[src/rtl/key_debounce_sync.sv]
// Two-flop synchronizer plus four-state debounce FSM for a raw pushbutton level.
// Emits a clean registered level, one-cycle rise/fall strobes and a rise counter.
module key_debounce_sync #(
  parameter int DEBOUNCE_CYCLES = 4,
  parameter int TIMER_W         = 20,
  parameter int CNT_W           = 8
) (
  input  logic             clk,
  input  logic             resetn,
  input  logic             d,
  input  logic             clr_count,
  output logic             q,
  output logic             rise,
  output logic             fall,
  output logic [CNT_W-1:0] press_count
);

  typedef enum logic [1:0] {
    STABLE0 = 2'd0,
    PEND1   = 2'd1,
    STABLE1 = 2'd2,
    PEND0   = 2'd3
  } state_t;

  localparam logic [TIMER_W-1:0] TIMER_LAST = TIMER_W'(DEBOUNCE_CYCLES - 1);

  logic               r_s1;
  logic               r_s2;
  state_t             r_state;
  state_t             w_state_nxt;
  logic [TIMER_W-1:0] r_timer;
  logic [TIMER_W-1:0] w_timer_nxt;
  logic               r_q;
  logic               w_q_nxt;
  logic               r_rise;
  logic               w_rise_nxt;
  logic               r_fall;
  logic               w_fall_nxt;
  logic [CNT_W-1:0]   r_press_count;
  logic [CNT_W-1:0]   w_press_count_nxt;

  // Synchronizer: only r_s2 is ever seen by the FSM.
  always_ff @(posedge clk or negedge resetn) begin
    if (!resetn) begin
      r_s1 <= 1'b0;
      r_s2 <= 1'b0;
    end else begin
      r_s1 <= d;
      r_s2 <= r_s1;
    end
  end

  always_ff @(posedge clk or negedge resetn) begin
    if (!resetn) begin
      r_state       <= STABLE0;
      r_timer       <= '0;
      r_q           <= 1'b0;
      r_rise        <= 1'b0;
      r_fall        <= 1'b0;
      r_press_count <= '0;
    end else begin
      r_state       <= w_state_nxt;
      r_timer       <= w_timer_nxt;
      r_q           <= w_q_nxt;
      r_rise        <= w_rise_nxt;
      r_fall        <= w_fall_nxt;
      r_press_count <= w_press_count_nxt;
    end
  end

  // Timer only advances while a candidate level is pending; any bounce restarts it.
  always_comb begin
    w_state_nxt = r_state;
    w_timer_nxt = '0;
    w_q_nxt     = r_q;
    w_rise_nxt  = 1'b0;
    w_fall_nxt  = 1'b0;
    case (r_state)
      STABLE0: begin
        if (r_s2) w_state_nxt = PEND1;
      end
      PEND1: begin
        if (!r_s2) begin
          w_state_nxt = STABLE0;
        end else if (r_timer == TIMER_LAST) begin
          w_state_nxt = STABLE1;
          w_q_nxt     = 1'b1;
          w_rise_nxt  = 1'b1;
        end else begin
          w_timer_nxt = r_timer + TIMER_W'(1);
        end
      end
      STABLE1: begin
        if (!r_s2) w_state_nxt = PEND0;
      end
      PEND0: begin
        if (r_s2) begin
          w_state_nxt = STABLE1;
        end else if (r_timer == TIMER_LAST) begin
          w_state_nxt = STABLE0;
          w_q_nxt     = 1'b0;
          w_fall_nxt  = 1'b1;
        end else begin
          w_timer_nxt = r_timer + TIMER_W'(1);
        end
      end
      default: begin
        w_state_nxt = STABLE0;
      end
    endcase
  end

  // Clear wins over a coincident rise.
  always_comb begin
    w_press_count_nxt = r_press_count;
    if (clr_count) begin
      w_press_count_nxt = '0;
    end else if (w_rise_nxt) begin
      w_press_count_nxt = r_press_count + CNT_W'(1);
    end
  end

  assign q           = r_q;
  assign rise        = r_rise;
  assign fall        = r_fall;
  assign press_count = r_press_count;

endmodule

[config.mk]
export PLATFORM = sky130hd
export DESIGN_NAME = key_debounce_sync
export DESIGN_NICKNAME = d
export VERILOG_FILES = /design/src/rtl/key_debounce_sync.sv
export SDC_FILE = /design/constraint.sdc
export NUM_CORES = 1
export LEC_CHECK = 0
export CAP_MARGIN = 20
export CELL_PAD_IN_SITES_DETAIL_PLACEMENT = 1
export CELL_PAD_IN_SITES_GLOBAL_PLACEMENT = 2
export CORE_MARGIN = 1
export CORE_UTILIZATION = 25
export CTS_BUF_LIST = sky130_fd_sc_hd__clkbuf_8 sky130_fd_sc_hd__clkbuf_16
export DETAILED_ROUTE_END_ITERATION = 8
export PLACE_DENSITY = 0.68
export SKIP_LAST_GASP = 1
export SYNTH_ARGS = -nofsm -noshare
export SYNTH_HDL_FRONTEND = slang
export SYNTH_SLANG_ARGS = --single-unit
[constraint.sdc]
create_clock -name clk -period 2.4 [get_ports clk]
set_input_delay 0.24 -clock clk [delete_from_list [all_inputs] [get_ports clk]]
set_output_delay 0.24 -clock clk [all_outputs]
set_load 0.01 [all_outputs]
# [After elaboration in Yosys (flattened, before gate mapping)]
# Index checks and enable logic that the tools add are counted.
[classes] add_sub_neg=2 mul=0 div=0 n_lt_le_gt_ge=0 n_eq_ne=12 shift=0 muxes=23 n_bitwise=0 reduce_logical=5
[op_table] cell="$mux 20" n=3
[op_table] cell="$pmux 20 s2" n=1
[op_table] cell="$add 20x1->20 const B" n=1
[op_table] cell="$eq 20x2->1 const B" n=1
[op_table] cell="$mux 8" n=2
[op_table] cell="$mux 2" n=6
[op_table] cell="$ne 2x2->1 const B" n=6
[op_table] cell="$mux 1" n=9
[op_table] cell="$add 8x1->8 const B" n=1
[op_table] cell="$pmux 2 s4" n=1
[op_table] cell="$ne 3x3->1 const B" n=2
[op_table] cell="$reduce_and 5->1" n=1
[op_table] cell="$eq 2x2->1 const B" n=2
[op_table] cell="$reduce_and 4->1" n=1
[op_table] cell="$reduce_bool 2->1" n=2
[op_table] cell="$eq 2x1->1 const B" n=1
[op_table] cell="$logic_not 2->1" n=1
[op_table] cell="$pmux 1 s2" n=1
[totals] reg_bits=35 latchBits=0 ramBits=0 mem_bits_ro=0 input_bits=4 mem_count=0

# [Longest topological paths before layout]
# Gate-level depths: netlist (run 1).
[logic_depth] depth_word=6 depth_mapped=7 mapped_depth_nobuf=5

# [Worst setup path before layout (run 1)]
# OpenSTA, ideal clock, no wires.
[synth_path] path_type="reg-to-reg" start="reg r_timer[0]" end="reg r_press_count[6] (netlist: press_count[6])" setup_ps=78 arrival_time_ps=1778 t_required_ps=2322 setup_slack_ps=545 path_stages_with_launch=7 path_buffers=1 path_cell_list="dfrtp_1 -> ha_1 -> nor4b_1 -> nand3_1 -> clkbuf_1 -> or4_1 -> a21oi_1"
[synth_between] elab_chain_len=5
[synth_lines] element="from (decl)" line="31" text="logic [TIMER_W-1:0] r_timer;"
[synth_lines] element="from (signal assigned)" line="63" text="r_timer <= w_timer_nxt;"
[synth_lines] element="$eq 20x2->1" line="85" text="end else if (r_timer == TIMER_LAST) begin"
[synth_lines] element="$mux 1" line="85"
[synth_lines] element="$mux 1" line="83" text="if (!r_s2) begin"
[synth_lines] element="$mux 1" line="78" text="case (r_state)"
[synth_lines] element="$reduce_bool 2->1 (no line)"
[synth_lines] element="to (signal assigned)" line="67" text="r_press_count <= w_press_count_nxt;"
[synth_lines] element="to (decl)" line="39" text="logic [CNT_W-1:0] r_press_count;"
# No other way between the ends.
# A chain may end at the register's enable or synchronous reset.

# [Worst setup path in the final report (run 1)]
# Same ends and word-level chain as after synthesis.

==> key figures, run 1 <==
Placed design
  – DP Wirelength: approximately 2.7 mm
  – RePlAce Congestion: between 0.7 and 0.8
  – IO Port Bufs: 14

Critical path
  – CP Cell Sequence: ha_1 -> nor4b_1 -> nand3_1 -> buf_4 -> or4_1 -> a21oi_1
  – CP max FO: 22
  – Critical-path top delay cell: or4_1
  – Crit start category: flip-flop
  – CP Capture Type: flip-flop
  – WP data required: between 2000 and 3000 ps
  – Crit Path Class: reg2reg
  – Worst EP arrival: between 2000 and 2500 ps
  – Critical path's largest stage delay: around 510 ps

Yosys
  – Post-synth top flop: dfrtp_1
  – Post-synthesis cell count: between 150 and 200
  – Post-synthesis area per instance: 9.930 µm²
  – Syn_nets: about 180
  – Ys Warns: 0
  – Post-synthesis register bit count: 35
  – Share of flip-flops with an asynchronous set or reset: 100.0%
  – Number of synthesized flops with an enable pin: 0
  – Synth cell types: 33
  – Synthesized area: between 1500 and 2000 µm²
  – Sequential-to-total area share from yosys stat: roughly half

Clocking
  – CTS tree: built
  – Clock Sinks: 35
  – Clock root buffer: clkbuf_8
  – CTS HTree Levels: 2
  – Number of gates resized after CTS: 0
  – Hold Buf Count CTS: 0
  – Clk pin slew, worst setup/hold paths: 90 ps
  – Worst-skew pair later-pin latency: 300 ps
  – Clock buffer depth: 2
  – # Post-CTS Setup Buffers: 0
  – TritonCTS Buffers: 5

STA
  – Hold Vio Cnt, Final: 0
  – Max Clock Skew: about 12 ps
  – Slew @ Worst Pin: approximately 470 ps
  – Final period utilization: between 80% and 90%
  – Max-slew violations: 0
  – Slew headroom: between 60% and 70%
  – Setup TNS: 0 ps
  – Unrepaired setup endpoints after global routing: no
  – Final min period: 2037 ps
  – F_max: ~490 MHz
  – Finish-stage setup viols: 0

Finish
  – Layout area overhead: 18.57%
  – Area taken by multi-input logic gates: slightly below 800 µm²
  – Layout Nets: between 150 and 200
  – Diodes inserted: 0
  – Flip-flop and latch area: 875.8 µm²
  – Share of layout cells above drive strength 1: under 10%
  – FILL cells: between 700 and 800

Routing
  – WL met2: 1.733 mm
  – WL met1: 2.106 mm
  – Vias per cell: between 4 and 5
  – WL met3: approximately 50 µm
  – Via count: 1,333
  – Drt pass-1 iters: 4
  – Drt total wl: roughly 4 mm
  – Top Layer Used: met4
  – DRT iter0 DRCs: between 50 and 60
  – Routed len/inst: roughly 15 µm
  – # DRC: 0
  – Number of nets with antenna violations after routing: 0

Floorplanning
  – Die area: between 7000 and 8000 µm²
  – Die Width: ~85 µm
  – Site row count: 29
  – Starting Density: 26.45%
  – Core Box Area: 6495 µm²
  – # IOs: 15
  – Die Ht: roughly 85 µm

Power
  – Pwr Total: around 1.3 mW
  – LEAKAGE: 0.7766 nW
  – Peak supply drop: about 350 µV
  – Power Density: roughly 650 nW/µm²

GRT
  – Total global routing overflow: 0
  – Initial antenna violation count: 0
  – First-pass GRT wire length: 6.920 mm
  – Largest net degree at the start of global routing: 36
  – Global Route Usage Sum: 12.39%
  – Vias in the first global route: 1,381

Outcome
  – Status: completed

Run
  – Total of max-cap violations: 0

Min path
  – HP Class: in2async
## synth_stat cells (4+ instances only)
| library cell | count | area [µm²] |
|---|---|---|
| o21ai_0 | 4 | 20.02 |
| nor3_1 | 4 | 20.02 |
| inv_1 | 4 | 15.01 |
| nand3_1 | 9 | 45.04 |
| xnor2_1 | 7 | 61.31 |
| nand2_1 | 10 | 37.54 |
| or4_1 | 9 | 67.56 |
| a21oi_1 | 12 | 60.06 |
| nor4_1 | 6 | 37.54 |
| clkbuf_1 | 4 | 15.01 |
| o31ai_1 | 10 | 75.07 |
| xor2_1 | 8 | 70.07 |
| dfrtp_1 | 35 | 875.8 |
| nor2_1 | 18 | 67.56 |
| nand4_1 | 8 | 50.05 |
| or3_1 | 4 | 25.02 |
## metrics by stage
stage | std cells | hold slack [ps] | util, % | area, µm² | setup slack, ps
4_1_cts | 267 | 357.5 | 31.36 | 2037 | 295.2
3_3_place_gp | 259 | 332.8 | 29.92 | 1943 | 353.7
6_report | 267 | 348.2 | 31.36 | 2037 | 363.0
2_1_floorplan | 173 | -55.59 | - | 1718 | 544.6
5_1_grt | 267 | 371.1 | 31.36 | 2037 | 126.2
3_5_place_dp | 259 | 337.3 | 29.92 | 1943 | 311.3
## cells by family (layout without fill, tap and decap cells)
logic type	after synthesis	count (layout)	share of synthesized area [%]
AND/OR/NAND/NOR	79	79	25.78
XOR/XNOR	15	15	7.648
AO/OA/AOI/OAI	28	28	10.20
multiplexers	1	1	0.6555
buffers and inverters	13	30	3.277
flip-flops	35	35	50.98
adder cells (fa/ha/maj)	2	2	1.456
## cells in the final DEF (no fill, tap or decap), types with 2 or more instances in the layout
cell type | synthesis | layout
clkdlybuf4s50_1 | 0 | 14
ha_1 | 2 | 2
xnor2_1 | 7 | 7
nor2_1 | 18 | 18
xor2_1 | 8 | 8
nand3_1 | 9 | 9
nand4_1 | 8 | 8
buf_4 | 1 | 4
or4_1 | 9 | 9
o31ai_1 | 10 | 10
dfrtp_1 | 35 | 35
o21ai_0 | 4 | 4
or3_1 | 4 | 4
and4_1 | 2 | 2
a21oi_1 | 12 | 12
inv_1 | 4 | 4
nor4_1 | 6 | 6
clkinv_4 | 0 | 2
clkbuf_8 | 0 | 5
nand2_1 | 10 | 10
nor3_1 | 4 | 4
## worst max-delay path, delay by kind of cell, from the launching register on
kind,cells,cell delay [ps]
and+or+nand+nor,3,930
DFF,1,390
adders and majority gates,1,270
buffers and inverters,1,230
AOI/OAI and AO/OA,1,150
## report_power, final
group	internal, mW	switching (mW)
Sequential	0.625	0.0291
Clock	0.207	0.240
Combinational	0.0801	0.141
## sequential cells by signal, summed over array words and instances, names as in the netlist, named ones only
name / count
fall: 1
press_count: 8
q: 1
r_s1: 1
r_s2: 1
r_state: 1
r_timer: 20
rise: 1
## routing by layer
metal | up-vias | track usage (%)
met2 | 9 | 18.03
met1 | 655 | 18.05
li1 | 663 | -
met5 | - | 0
met3 | 6 | 1.751
met4 | 0 | 6.009
## area by class of cell
type                            count  area share (%)
Clock buffer                        5           3.378
Timing Repair Buffer               18           8.354
Clock inverter                      3           1.229
Tap cell                           77           4.730
Sequential cell                    35           43.00
Inverter                            4          0.7371
Multi-Input combinational cell    125           38.58
## worst paths after layout
kind / start / end / slack, ps / cells past startpoint
worst max-delay path: r_timer[0] / press_count[6] / 360 / 6
worst min register to register: r_s1 / r_s2 / 360 / 0
worst max register to register: r_timer[0] / press_count[6] / 360 / 6
worst min-delay path: resetn / press_count[0] / 350 / 2
min in group clk: r_s1 / r_s2 / 360 / 0
max in group asynchronous: resetn / r_timer[14] / 1700 / 2
(Power assumes the default switching activity.)
==> inputs of run 2 (changes only) <==
--- a/config.mk
+++ b/config.mk
@@ -12,7 +12,7 @@
 export CORE_UTILIZATION = 25
 export CTS_BUF_LIST = sky130_fd_sc_hd__clkbuf_8 sky130_fd_sc_hd__clkbuf_16
 export DETAILED_ROUTE_END_ITERATION = 8
-export PLACE_DENSITY = 0.68
+export PLACE_DENSITY = 0.7
 export SKIP_LAST_GASP = 1
 export SYNTH_ARGS = -nofsm -noshare
 export SYNTH_HDL_FRONTEND = slang
==> constraint.sdc (replaced) <==
create_clock -name clk -period 1.7 [get_ports clk]
set_input_delay 0.17 -clock clk [delete_from_list [all_inputs] [get_ports clk]]
set_output_delay 0.17 -clock clk [all_outputs]
set_load 0.01 [all_outputs]
==> key figures, run 2 (synthesis results as in run 1) <==
Clocking
  – CTS tree: built (unchanged)
  – Clk pin slew, worst setup/hold paths: 80 ps (was 90 ps)
  – Worst-skew pair later-pin latency: 290 ps (was 300 ps)
  – Clock buffer depth: 2 (unchanged)
  – Clock root buffer: clkbuf_8 (unchanged)
  – CTS HTree Levels: 2 (unchanged)
  – Clock Sinks: 35 (unchanged)
  – TritonCTS Buffers: 5 (unchanged)

Finish
  – Commonest non-fill, non-tap cell in the layout: buf_4 (was dfrtp_1)
  – Layout Nets: 245 (was 195)
  – Max reg flops: 20 (unchanged)
  – Most frequent cells in the layout: buf_4, dfrtp_1, nor2_1, clkdlybuf4s50_1, nand2_1 (was dfrtp_1, nor2_1, clkdlybuf4s50_1)
  – Final Util: 40.59% (was 31.36%)
  – Reg with most FFs: r_timer (unchanged)
  – Diodes inserted: 0 (unchanged)
  – Layout area overhead: 53.46% (was 18.57%)
  – Share of layout cells above drive strength 1: 37.50% (was 9.474%)
  – Final non-filler cell total: 317 (was 267)

STA
  – Worst hold slack: 303.1 ps (was 348.2 ps)
  – Max-slew violations: 0 (unchanged)
  – Final min period: 1818 ps (was 2037 ps)
  – F_max: 550.1 MHz (was 490.9 MHz)
  – Setup TNS: -2086 ps (was 0 ps)
  – Slew headroom: 68.59% (was 68.91%)
  – Worst setup margin: -117.8 ps (was 363.0 ps)
  – Unrepaired setup endpoints after global routing: yes (was no)
  – Max Clock Skew: 6.238 ps (was 12.17 ps)
  – Hold Vio Cnt, Final: 0 (unchanged)
  – Final period utilization: 106.9% (was 84.87%)
  – Finish-stage setup viols: 28 (was 0)
  – Slew @ Worst Pin: 471.2 ps (was 466.3 ps)

Floorplanning
  – Core Box Area: 6495 µm² (unchanged)
  – Die area: 7207 µm² (unchanged)
  – Die Width: 84.90 µm (unchanged)
  – # IOs: 15 (unchanged)
  – Site row count: 29 (unchanged)
  – Die Ht: 84.90 µm (unchanged)
  – Starting Density: 26.45% (unchanged)

Outcome
  – Status: finished, violations left (was completed)
  – Failing checks: setup timing

Routing
  – Drt total wl: 5.036 mm (was 3.965 mm)
  – Via count: 1,568 (was 1,333)
  – Vias per cell: 4.946 (was 4.993)
  – DRT iter0 DRCs: 40 (was 54)
  – Number of nets with antenna violations after routing: 0 (unchanged)
  – Routed len/inst: 15.89 µm (was 14.85 µm)
  – # DRC: 0 (unchanged)
  – Drt pass-1 iters: 4 (unchanged)

GRT
  – Total global routing overflow: 0 (unchanged)
  – Grt met2 use: 23.58% (was 18.03%)
  – First-pass GRT wire length: 8.045 mm (was 6.920 mm)
  – Top Usage Layer GRT: met2 (was met1)
  – M3 GR Usage: 2.432% (was 1.751%)
  – Largest net degree at the start of global routing: 36 (unchanged)
  – Vias in the first global route: 1,664 (was 1,381)
  – Global Route Usage Sum: 14.27% (was 12.39%)
  – Initial antenna violation count: 0 (unchanged)
  – GR Layer Usage met1: 18.86% (was 18.05%)

Min path
  – HP Class: in2async (unchanged)

Placed design
  – Cells after DPL: 299 (was 259)
  – DP Wirelength: 3.185 mm (was 2.710 mm)
  – IO Port Bufs: 14 (unchanged)
  – Setup WS pre-CTS: -111.3 ps (was 311.3 ps)
  – RePlAce Congestion: 0.7080 (was 0.7365)

Critical path
  – CP Capture Type: flip-flop (unchanged)
  – Crit start category: flip-flop (unchanged)
  – R2r startpoint: r_timer[9] (was r_timer[0])
  – WP data required: 1910 ps (was 2620 ps)
  – Crit Path Class: reg2reg (unchanged)
  – Worst EP arrival: 2030 ps (was 2250 ps)
  – CP max FO: 13 (was 22)
  – R2R Setup Slk: -120 ps (was 360 ps)
  – Reg2Reg Depth: 5 (was 6)
  – CP startpoint: r_timer[9] (was r_timer[0])
  – Worst Setup EP: press_count[7] (was press_count[6])
  – Reg-to-Reg End: press_count[7] (was press_count[6])

Power
  – Peak supply drop: 545.3 µV (was 353.9 µV)
  – LEAKAGE: 1.083 nW (was 0.7766 nW)
  – Power Density: 835.8 nW/µm² (was 649.5 nW/µm²)

Run
  – Total of max-cap violations: 0 (unchanged)
[run 2: cell types whose count changed in the layout (fill, tap and decap cells not counted), sizes merged]
cell and change:
clkbuf +2, buf +49, clkinv -1
[run 2: report_power, final]
part	switching (mW)	internal (mW)	leakage [nW]
logic	0.300	0.322	0.558
clock network	0.324	0.331	0.0474
registers	0.0443	0.883	0.477
[run 2: area by class of cell]
type	instances	area, µm²
fillers	718	3859
multi-input cells	125	945.9
flip-flops and latches	35	878.3
repair buffers	68	601.8
well taps	77	96.34
clock buffers	6	82.58
clock inverters	2	16.27
inverters	4	15.01
[run 2: how the worst min path moves through the flow]
| stage | slack, ps | to | depth (start not counted) | from |
|---|---|---|---|---|
| 2_1_floorplan | -130 | asynchronous set/reset pin | 0 | resetn |
| 3_3_place_gp | 340 | r_s2 | 0 | r_s1 |
| 3_5_place_dp | 340 | r_s2 | 0 | r_s1 |
| 4_1_cts | 310 | r_s2 | 2 | resetn |
| 5_1_grt | 300 | r_s1 | 1 | d |
| 6_report | 300 | r_s2 | 2 | resetn |
[run 2: worst max-delay path: stages, from the launching register on]
cell and delay [ps]:
dfrtp_1 430, nor4_4 360, nand4_1 150, buf_6 180, or4_1 480, a21oi_2 140
[run 2: what timing repair did]
action                                  4_1_cts  5_1_grt
pin swaps                                    16        4
resized for setup                            12       21
endpoints found under the setup margin       28       29
cloned                                        1        2
hold buffers                                  0        0
buffers inserted                              4        3
[run 2: stage by stage]
| step | area, µm² | power [mW] |
|---|---|---|
| global placement | 2306 | 1.396 |
| detailed placement | 2306 | 1.404 |
| floorplan | 1794 | 1.155 |
| global route | 2636 | 2.326 |
| finish | 2636 | 2.203 |
| CTS | 2500 | 2.091 |
[run 2: metal layers]
layer	up-vias	share of wire (%)
met3	7	1.2
met4	0	1.9
li1	759	-
met2	10	50
met5	-	0
met1	792	47
==> inputs of run 3 (changes only) <==
--- a/config.mk
+++ b/config.mk
@@ -12,7 +12,9 @@
 export CORE_UTILIZATION = 25
 export CTS_BUF_LIST = sky130_fd_sc_hd__clkbuf_8 sky130_fd_sc_hd__clkbuf_16
 export DETAILED_ROUTE_END_ITERATION = 8
+export GPL_ROUTABILITY_DRIVEN = 0
 export PLACE_DENSITY = 0.7
+export SKIP_CTS_REPAIR_TIMING = 1
 export SKIP_LAST_GASP = 1
 export SYNTH_ARGS = -nofsm -noshare
 export SYNTH_HDL_FRONTEND = slang
==> key figures, run 3 (synthesis results as in run 1) <==
STA
  – Worst setup margin: -57.67 ps (was -117.8 ps)
  – Finish-stage setup viols: 9 (was 28)
  – Slew @ Worst Pin: 470.5 ps (was 471.2 ps)
  – Hold Vio Cnt, Final: 0 (unchanged)
  – Max Clock Skew: 5.304 ps (was 6.238 ps)
  – Slew headroom: 68.64% (was 68.59%)
  – Unrepaired setup endpoints after global routing: yes (unchanged)
  – Final min period: 1758 ps (was 1818 ps)
  – F_max: 568.9 MHz (was 550.1 MHz)
  – Max-slew violations: 0 (unchanged)
  – Final period utilization: 103.4% (was 106.9%)

Routing
  – Via count: 1,548 (was 1,568)
  – Number of nets with antenna violations after routing: 0 (unchanged)
  – Routed len/inst: 14.97 µm (was 15.89 µm)
  – # DRC: 0 (unchanged)
  – Vias per cell: 4.977 (was 4.946)
  – DRT iter0 DRCs: 19 (was 40)
  – Drt pass-1 iters: 3 (was 4)
  – Drt total wl: 4.657 mm (was 5.036 mm)

Finish
  – Diodes inserted: 0 (unchanged)
  – Commonest non-fill, non-tap cell in the layout: buf_4 (unchanged)
  – Reg with most FFs: r_timer (unchanged)
  – Layout area overhead: 50.26% (was 53.46%)
  – Most frequent cells in the layout: buf_4, dfrtp_1, nor2_1 (was buf_4, dfrtp_1, nor2_1, clkdlybuf4s50_1, nand2_1)
  – Share of layout cells above drive strength 1: 37.18% (was 37.50%)
  – Final Util: 39.74% (was 40.59%)
  – Final instance area: 2581 µm² (was 2636 µm²)
  – Layout Nets: 239 (was 245)
  – Max reg flops: 20 (unchanged)

Placed design
  – IO Port Bufs: 14 (unchanged)
  – Setup WS pre-CTS: -111.3 ps (unchanged)
  – DP Wirelength: 3.185 mm (unchanged)
  – Placed Area: 2306 µm² (unchanged)

GRT
  – Total global routing overflow: 0 (unchanged)
  – First-pass GRT wire length: 7.590 mm (was 8.045 mm)
  – Vias in the first global route: 1,587 (was 1,664)
  – Largest net degree at the start of global routing: 36 (unchanged)
  – Global Route Usage Sum: 13.43% (was 14.27%)
  – Initial antenna violation count: 0 (unchanged)

Critical path
  – CP startpoint: r_timer[5] (was r_timer[9])
  – CP max FO: 13 (unchanged)
  – CP Capture Type: flip-flop (unchanged)
  – Reg2Reg Depth: 5 (unchanged)
  – Worst EP arrival: 1970 ps (was 2030 ps)
  – R2R Setup Slk: -60 ps (was -120 ps)
  – R2r startpoint: r_timer[5] (was r_timer[9])
  – WP data required: 1910 ps (about the same)
  – Reg-to-Reg End: press_count[7] (unchanged)
  – Worst Setup EP: press_count[7] (unchanged)
  – Crit start category: flip-flop (unchanged)
  – Crit Path Class: reg2reg (unchanged)

Min path
  – HP Class: in2async (unchanged)

Clocking
  – Clk pin slew, worst setup/hold paths: 80 ps (about the same)
  – Clock buffer depth: 2 (unchanged)
  – CTS HTree Levels: 2 (unchanged)
  – CTS tree: built (unchanged)
  – Worst-skew pair later-pin latency: 290 ps (about the same)
  – Clock Sinks: 35 (unchanged)
  – TritonCTS Buffers: 5 (unchanged)
  – Clock root buffer: clkbuf_8 (unchanged)

Power
  – Peak supply drop: 522.6 µV (was 545.3 µV)
  – LEAKAGE: 1.049 nW (was 1.083 nW)
  – Pwr Total: 2.104 mW (was 2.203 mW)
  – Power Density: 815.0 nW/µm² (was 835.8 nW/µm²)

Outcome
  – Failing checks: setup timing (unchanged)
  – Status: finished, violations left (unchanged)

Floorplanning
  – Starting Density: 26.45% (unchanged)
  – Site row count: 29 (unchanged)
  – Die Ht: 84.90 µm (unchanged)
  – Die Width: 84.90 µm (unchanged)
  – Core Box Area: 6495 µm² (unchanged)
  – # IOs: 15 (unchanged)
  – Die area: 7207 µm² (unchanged)

Run
  – Total of max-cap violations: 0 (unchanged)
run 3: metrics by stage:
stage | hold WS (ps) | TNS (ps) | instances
5_1_grt | 297.7 | -3483 | 311
4_1_cts | 307.0 | -1476 | 307
6_report | 297.8 | -342.3 | 311
3_5_place_dp | 337.1 | -1119 | 299
2_1_floorplan | -125.6 | -89.04 | 173
3_3_place_gp | 335.7 | -755.8 | 299
run 3: critical path, cell delays in order (launching register included):
cell     delay, ps
dfrtp_1        430
nor4_4         330
nand4_1        140
buf_6          170
or4_1          480
a21oi_2        140
run 3: final cells by class:
class | instances | area [µm²]
fillers | 726 | 3914
inverters | 4 | 15.01
multi-input cells | 125 | 957.2
repair buffers | 62 | 535.5
flip-flops and latches | 35 | 878.3
clock inverters | 2 | 16.27
well taps | 77 | 96.34
clock buffers | 6 | 82.58
run 3: where the power goes:
group | switching [mW] | total [mW] | internal [mW]
combinational | 0.262 | 0.520 | 0.259
sequential | 0.0457 | 0.928 | 0.883
clock | 0.324 | 0.655 | 0.331
total | 0.632 | 2.10 | 1.47
run 3: worst min path at each step:
| stage | to | slack, ps | cells after the start |
|---|---|---|---|
| global route | r_s1 | 300 | 1 |
| global placement | r_s2 | 340 | 0 |
| floorplan | asynchronous set/reset pin | -130 | 0 |
| CTS | r_s2 | 310 | 2 |
| finish | r_s2 | 300 | 2 |
| detailed placement | r_s2 | 340 | 0 |
run 3: routing by layer:
| layer | vias up | part of all wire [%] | track usage, % |
|---|---|---|---|
| met5 | - | 0 | 0 |
| met4 | 0 | 1.5 | 4.777 |
| met3 | 5 | 1.3 | 2.335 |
| met2 | 8 | 48 | 21.95 |
| met1 | 786 | 49 | 18.00 |
| li1 | 749 | - | - |
